==> src/rtl/uart_tx_module.sv <==
// UART transmitter: accepts a DEPTH-byte word over valid/ready and sends it
// as back-to-back 8N1 frames, byte 0 first, LSB first within each byte.
module uart_tx_module #(
    parameter int clk_mhz  = 50,
    parameter int boadrate = 9600,
    parameter int DEPTH    = 4
) (
    input  logic                  clk,
    input  logic                  rst,
    input  logic [DEPTH-1:0][7:0] data,
    input  logic                  valid,
    output logic                  ready,
    output logic                  tx,
    output logic                  busy,
    output logic                  done
);
    localparam int SCALE = clk_mhz * 1000 * 1000 / boadrate;
    localparam int IDXW  = (DEPTH > 1) ? $clog2(DEPTH) : 1;
    localparam logic [31:0]     RELOAD   = 32'(SCALE - 1);
    localparam logic [IDXW-1:0] LAST_IDX = IDXW'(DEPTH - 1);

    typedef enum logic [1:0] {
        S_IDLE  = 2'd0,
        S_START = 2'd1,
        S_DATA  = 2'd2,
        S_STOP  = 2'd3
    } state_t;

    state_t                r_state;
    logic [DEPTH-1:0][7:0] r_word;
    logic [31:0]           r_baud;
    logic [2:0]            r_bit;
    logic [IDXW-1:0]       r_idx;
    logic                  r_tx;
    logic                  r_ready;
    logic                  r_busy;
    logic                  r_done;

    logic                  w_tick;
    logic [7:0]            w_byte;
    logic [2:0]            w_next_bit;

    assign w_tick     = (r_baud == 32'd0);
    assign w_byte     = r_word[r_idx];
    assign w_next_bit = r_bit + 3'd1;

    // Frame sequencer; tx is driven straight from r_tx so the line never glitches.
    always_ff @(posedge clk) begin
        if (rst) begin
            r_state <= S_IDLE;
            r_word  <= '0;
            r_baud  <= 32'd0;
            r_bit   <= 3'd0;
            r_idx   <= '0;
            r_tx    <= 1'b1;
            r_ready <= 1'b1;
            r_busy  <= 1'b0;
            r_done  <= 1'b0;
        end else begin
            r_done <= 1'b0;
            case (r_state)
                S_IDLE: begin
                    r_tx <= 1'b1;
                    if (valid && r_ready) begin
                        r_word  <= data;
                        r_idx   <= '0;
                        r_bit   <= 3'd0;
                        r_baud  <= RELOAD;
                        r_tx    <= 1'b0;
                        r_ready <= 1'b0;
                        r_busy  <= 1'b1;
                        r_state <= S_START;
                    end
                end
                S_START: begin
                    if (w_tick) begin
                        r_baud  <= RELOAD;
                        r_bit   <= 3'd0;
                        r_tx    <= w_byte[0];
                        r_state <= S_DATA;
                    end else begin
                        r_baud <= r_baud - 32'd1;
                    end
                end
                S_DATA: begin
                    if (w_tick) begin
                        r_baud <= RELOAD;
                        if (r_bit == 3'd7) begin
                            r_tx    <= 1'b1;
                            r_state <= S_STOP;
                        end else begin
                            r_bit <= w_next_bit;
                            r_tx  <= w_byte[w_next_bit];
                        end
                    end else begin
                        r_baud <= r_baud - 32'd1;
                    end
                end
                S_STOP: begin
                    if (w_tick) begin
                        // Last byte returns to idle; otherwise the next start bit follows with no gap.
                        if (r_idx == LAST_IDX) begin
                            r_tx    <= 1'b1;
                            r_ready <= 1'b1;
                            r_busy  <= 1'b0;
                            r_done  <= 1'b1;
                            r_state <= S_IDLE;
                        end else begin
                            r_idx   <= r_idx + {{(IDXW-1){1'b0}}, 1'b1};
                            r_baud  <= RELOAD;
                            r_tx    <= 1'b0;
                            r_state <= S_START;
                        end
                    end else begin
                        r_baud <= r_baud - 32'd1;
                    end
                end
                default: begin
                    r_tx    <= 1'b1;
                    r_ready <= 1'b1;
                    r_busy  <= 1'b0;
                    r_state <= S_IDLE;
                end
            endcase
        end
    end

    assign ready = r_ready;
    assign busy  = r_busy;
    assign tx    = r_tx;
    assign done  = r_done;

endmodule

==> config.mk <==
export PLATFORM = sky130hd
export DESIGN_NAME = uart_tx_module
export DESIGN_NICKNAME = d
export VERILOG_FILES = /design/src/rtl/uart_tx_module.sv
export SDC_FILE = /design/constraint.sdc
export NUM_CORES = 1
export LEC_CHECK = 0
export CORE_UTILIZATION = 45
export DETAILED_ROUTE_END_ITERATION = 10
export GPL_TIMING_DRIVEN = 0
export MAX_ROUTING_LAYER = met4
export PLACE_DENSITY = 0.73
export REMOVE_ABC_BUFFERS = 1
export SYNTH_ARGS = -nofsm -noshare
export SYNTH_HDL_FRONTEND = slang
export SYNTH_SLANG_ARGS = --single-unit
==> constraint.sdc <==
create_clock -name clk -period 2.3 [get_ports clk]
set_input_delay 0.46 -clock clk [delete_from_list [all_inputs] [get_ports clk]]
set_output_delay 0.46 -clock clk [all_outputs]
set_load 0.02 [all_outputs]
==> flow_metrics.py <==
metrics = {
    "synth": {
        "syn_avg_cell_area_um2": 8.251,
        "synth_cells": 459,
        "ys_async_sr_fraction": 0,
        "synthFlopType": "dfxtp_1",
        "netlist_area_um2": 3787,
        "yosysUniqueCellTypes": 56,
        "synth-seq-cells": 75,
        "synth_edf_count": 0,
        "synth_seq_area_share": 0.3964,
        "yosysWarnings": 0,
    },
    "grt": {
        "grt_antenna_before_repair": 0,
        "grt_pass1_wl_um": 15340,
        "grt_max_degree": 38,
        "grt_overflow": 0,
        "track_usage": 0.2282,
        "first_global_vias": 3269,
    },
    "placed_design": {
        "place_hpwl_um": 5825,
        "dp_slack_ps": -820.2,
        "place_congestion": 0.8373,
        "port_buffers": 38,
    },
    "sta": {
        "layout_setup_ws_ps": 59.81,
        "skew_ps": 15.87,
        "slew_violations": 0,
        "finalCriticalPeriod_ps": 2240,
        "worstMarginPinSlew_ps": 662.9,
        "period_share": 0.9740,
        "fmax_mhz": 446.4,
        "slew_headroom": 0.5575,
        "setup_viol": 0,
        "hold_violations": 0,
    },
    "route": {
        "viasPerCell": 5.862,
        "wl_per_cell_um": 15.42,
        "drtIter0Drc": 178,
        "first_pass_iters": 4,
        "drc": 0,
        "via_count": 3576,
        "ant_nets": 0,
        "drt-total-wl_um": 9407,
    },
    "final_layout": {
        "nFillCells": 715,
        "final_common_cell": "nand2_1",
        "syn2layout_area_growth_pct": 24.78,
        "layout_common_cells": "82 x nand2_1, 68 x dfxtp_1, 52 x a21oi_1",
        "final_nets": 544,
        "antenna_cells": 0,
        "drive_gt1_frac": 0.1802,
        "utilization": 0.5781,
    },
    "worst_setup_path": {
        "crit_chain": "or4_4, nor3_4, and4_4, nor3_4, buf_4, a41o_1, a211oi_1",
        "path_class": "flop to flop",
        "crit_path_top_delay_cell": "or4_4",
        "cp-start-kind": "flop",
        "critPathArrivalTime_ps": 2510,
        "critPathRequiredTime_ps": 2570,
        "crit_path_frequent_cell": "nor3_4",
        "cpPeakStageDelay_ps": 570,
        "end_kind": "flop",
        "worstPathMaxFanout": 6,
    },
    "power_and_ir_drop": {
        "vdd_drop_max_v": 0.0005886,
        "leakage_uw": 0.001688,
        "power.density_nw_per_um2": 1211,
    },
    "clocking": {
        "clock_latency_ps": 370,
        "cts-root-buf": "clkbuf_8",
        "htreeDepth": 3,
        "cts.sinks": 75,
        "cts_made_buffers": 9,
        "cts_buffer_depth": 2,
        "cts_tree": "built",
        "ctsHoldBuffers": 0,
        "cts.clk_slew.worst_paths_ps": 80,
    },
    "status": {
        "status": "finished clean",
    },
    "die": {
        "placeableCoreArea_um2": 8175,
        "die_w_um": 93.74,
        "ioPinCount": 39,
        "row_count": 33,
        "initial_core_util": 0.4633,
        "dieHeight_um": 93.74,
        "design.die.area_um2": 8787,
    },
    "worst_hold_path": {
        "hp-class": "flop to flop",
    },
    "run": {
        "max-cap-violations": 0,
    },
}
-- metal layers --
layer	GRT usage	vias up	wire length [um]	share of wire
met5	-	-	0	0
met4	0.07436	0	121	0.013
met3	0.05744	15	552	0.059
met2	0.3698	124	4628	0.49
met1	0.2776	1698	4104	0.44
li1	-	1739	-	-
-- worst max-delay path: cells and delay by family (launching register included) --
family | cells | cell delay (ps)
DFF | 1 | 370
AOI/OAI and AO/OA | 2 | 400
buffers and inverters | 1 | 190
and+or+nand+nor | 4 | 1180
-- power breakdown --
part	total, uW	internal, uW	leakage, uW	switching, uW
sequential	1810	1560	0.000615	253
combinational	2720	1120	0.000955	1600
clock	1190	652	0.000117	540
total	5720	3330	0.00169	2390
-- layout make-up --
| type | count | area (um2) | share of cell area |
|---|---|---|---|
| clock buffer | 10 | 137.6 | 0.02912 |
| clock inverter | 6 | 95.09 | 0.02012 |
| inverter | 9 | 33.78 | 0.007149 |
| multi-input combinational | 348 | 2281 | 0.4827 |
| sequential | 75 | 1513 | 0.3201 |
| tap | 105 | 131.4 | 0.02780 |
| timing repair buffer | 57 | 534.3 | 0.1131 |
-- registers in the layout, indices dropped and copies added (netlist names) --
name / count
r_word: 32
done: 1
r_baud: 32
busy: 1
tx: 1
r_state: 2
r_bit: 3
r_idx: 2
ready: 1
-- synth_stat cells, types with 3 or more instances --
cell type,instances,share of area
a211oi_1,4,0.0079
a21o_1,3,0.0059
a21oi_1,52,0.069
a31oi_1,5,0.0083
and3_1,6,0.0099
buf_2,6,0.0079
clkbuf_1,20,0.020
dfxtp_1,75,0.40
ha_1,9,0.030
inv_1,9,0.0089
mux2_2,3,0.0089
mux2i_1,3,0.0079
mux4_2,8,0.048
nand2_1,84,0.083
nand3_1,12,0.016
nand4_1,6,0.0099
nor2_1,33,0.033
nor3_1,19,0.025
nor4_1,11,0.018
o21ai_0,16,0.021
or3_1,8,0.013
or4_1,7,0.014
xnor2_1,10,0.023
-- repair_timing --
action                                 4_1_cts  5_1_grt
buffers inserted                             8        8
setup endpoints to repair                   43       25
pin swaps                                    6        5
resized for setup                           22       18
endpoints found under the hold margin        0        0
gates cloned                                 1        0
-- stage by stage --
stage               total power, uW  area (um2)  std cells  TNS [ps]  hold slack (ps)
finish                         5722        4726        610         0            454.7
detailed placement             4064        4224        577    -21110            445.4
global route                   6075        4726        610    -217.5            474.9
CTS                            5481        4607        602         0            457.5
floorplan                      3407        3671        431    -16240            427.1
global placement               3967        4183        574    -71240            439.8
-- worst paths after layout --
path              start          to  slack [ps]  cells past startpoint
max reg2reg  r_baud[27]   r_baud[4]          60                      7
min          r_word[29]  r_word[29]         450                      2
max          r_baud[27]   r_baud[4]          60                      7
min reg2reg  r_word[29]  r_word[29]         450                      2
-- cells by family after synthesis --
| logic type | synth area share |
|---|---|
| mux | 0.06442 |
| flops | 0.3964 |
| simple gates | 0.2798 |
| xor+xnor | 0.02312 |
| compound gates | 0.1668 |
| buf+inv | 0.03964 |
| fa+ha+maj | 0.02973 |
Power figures use the tool's default switching activity.
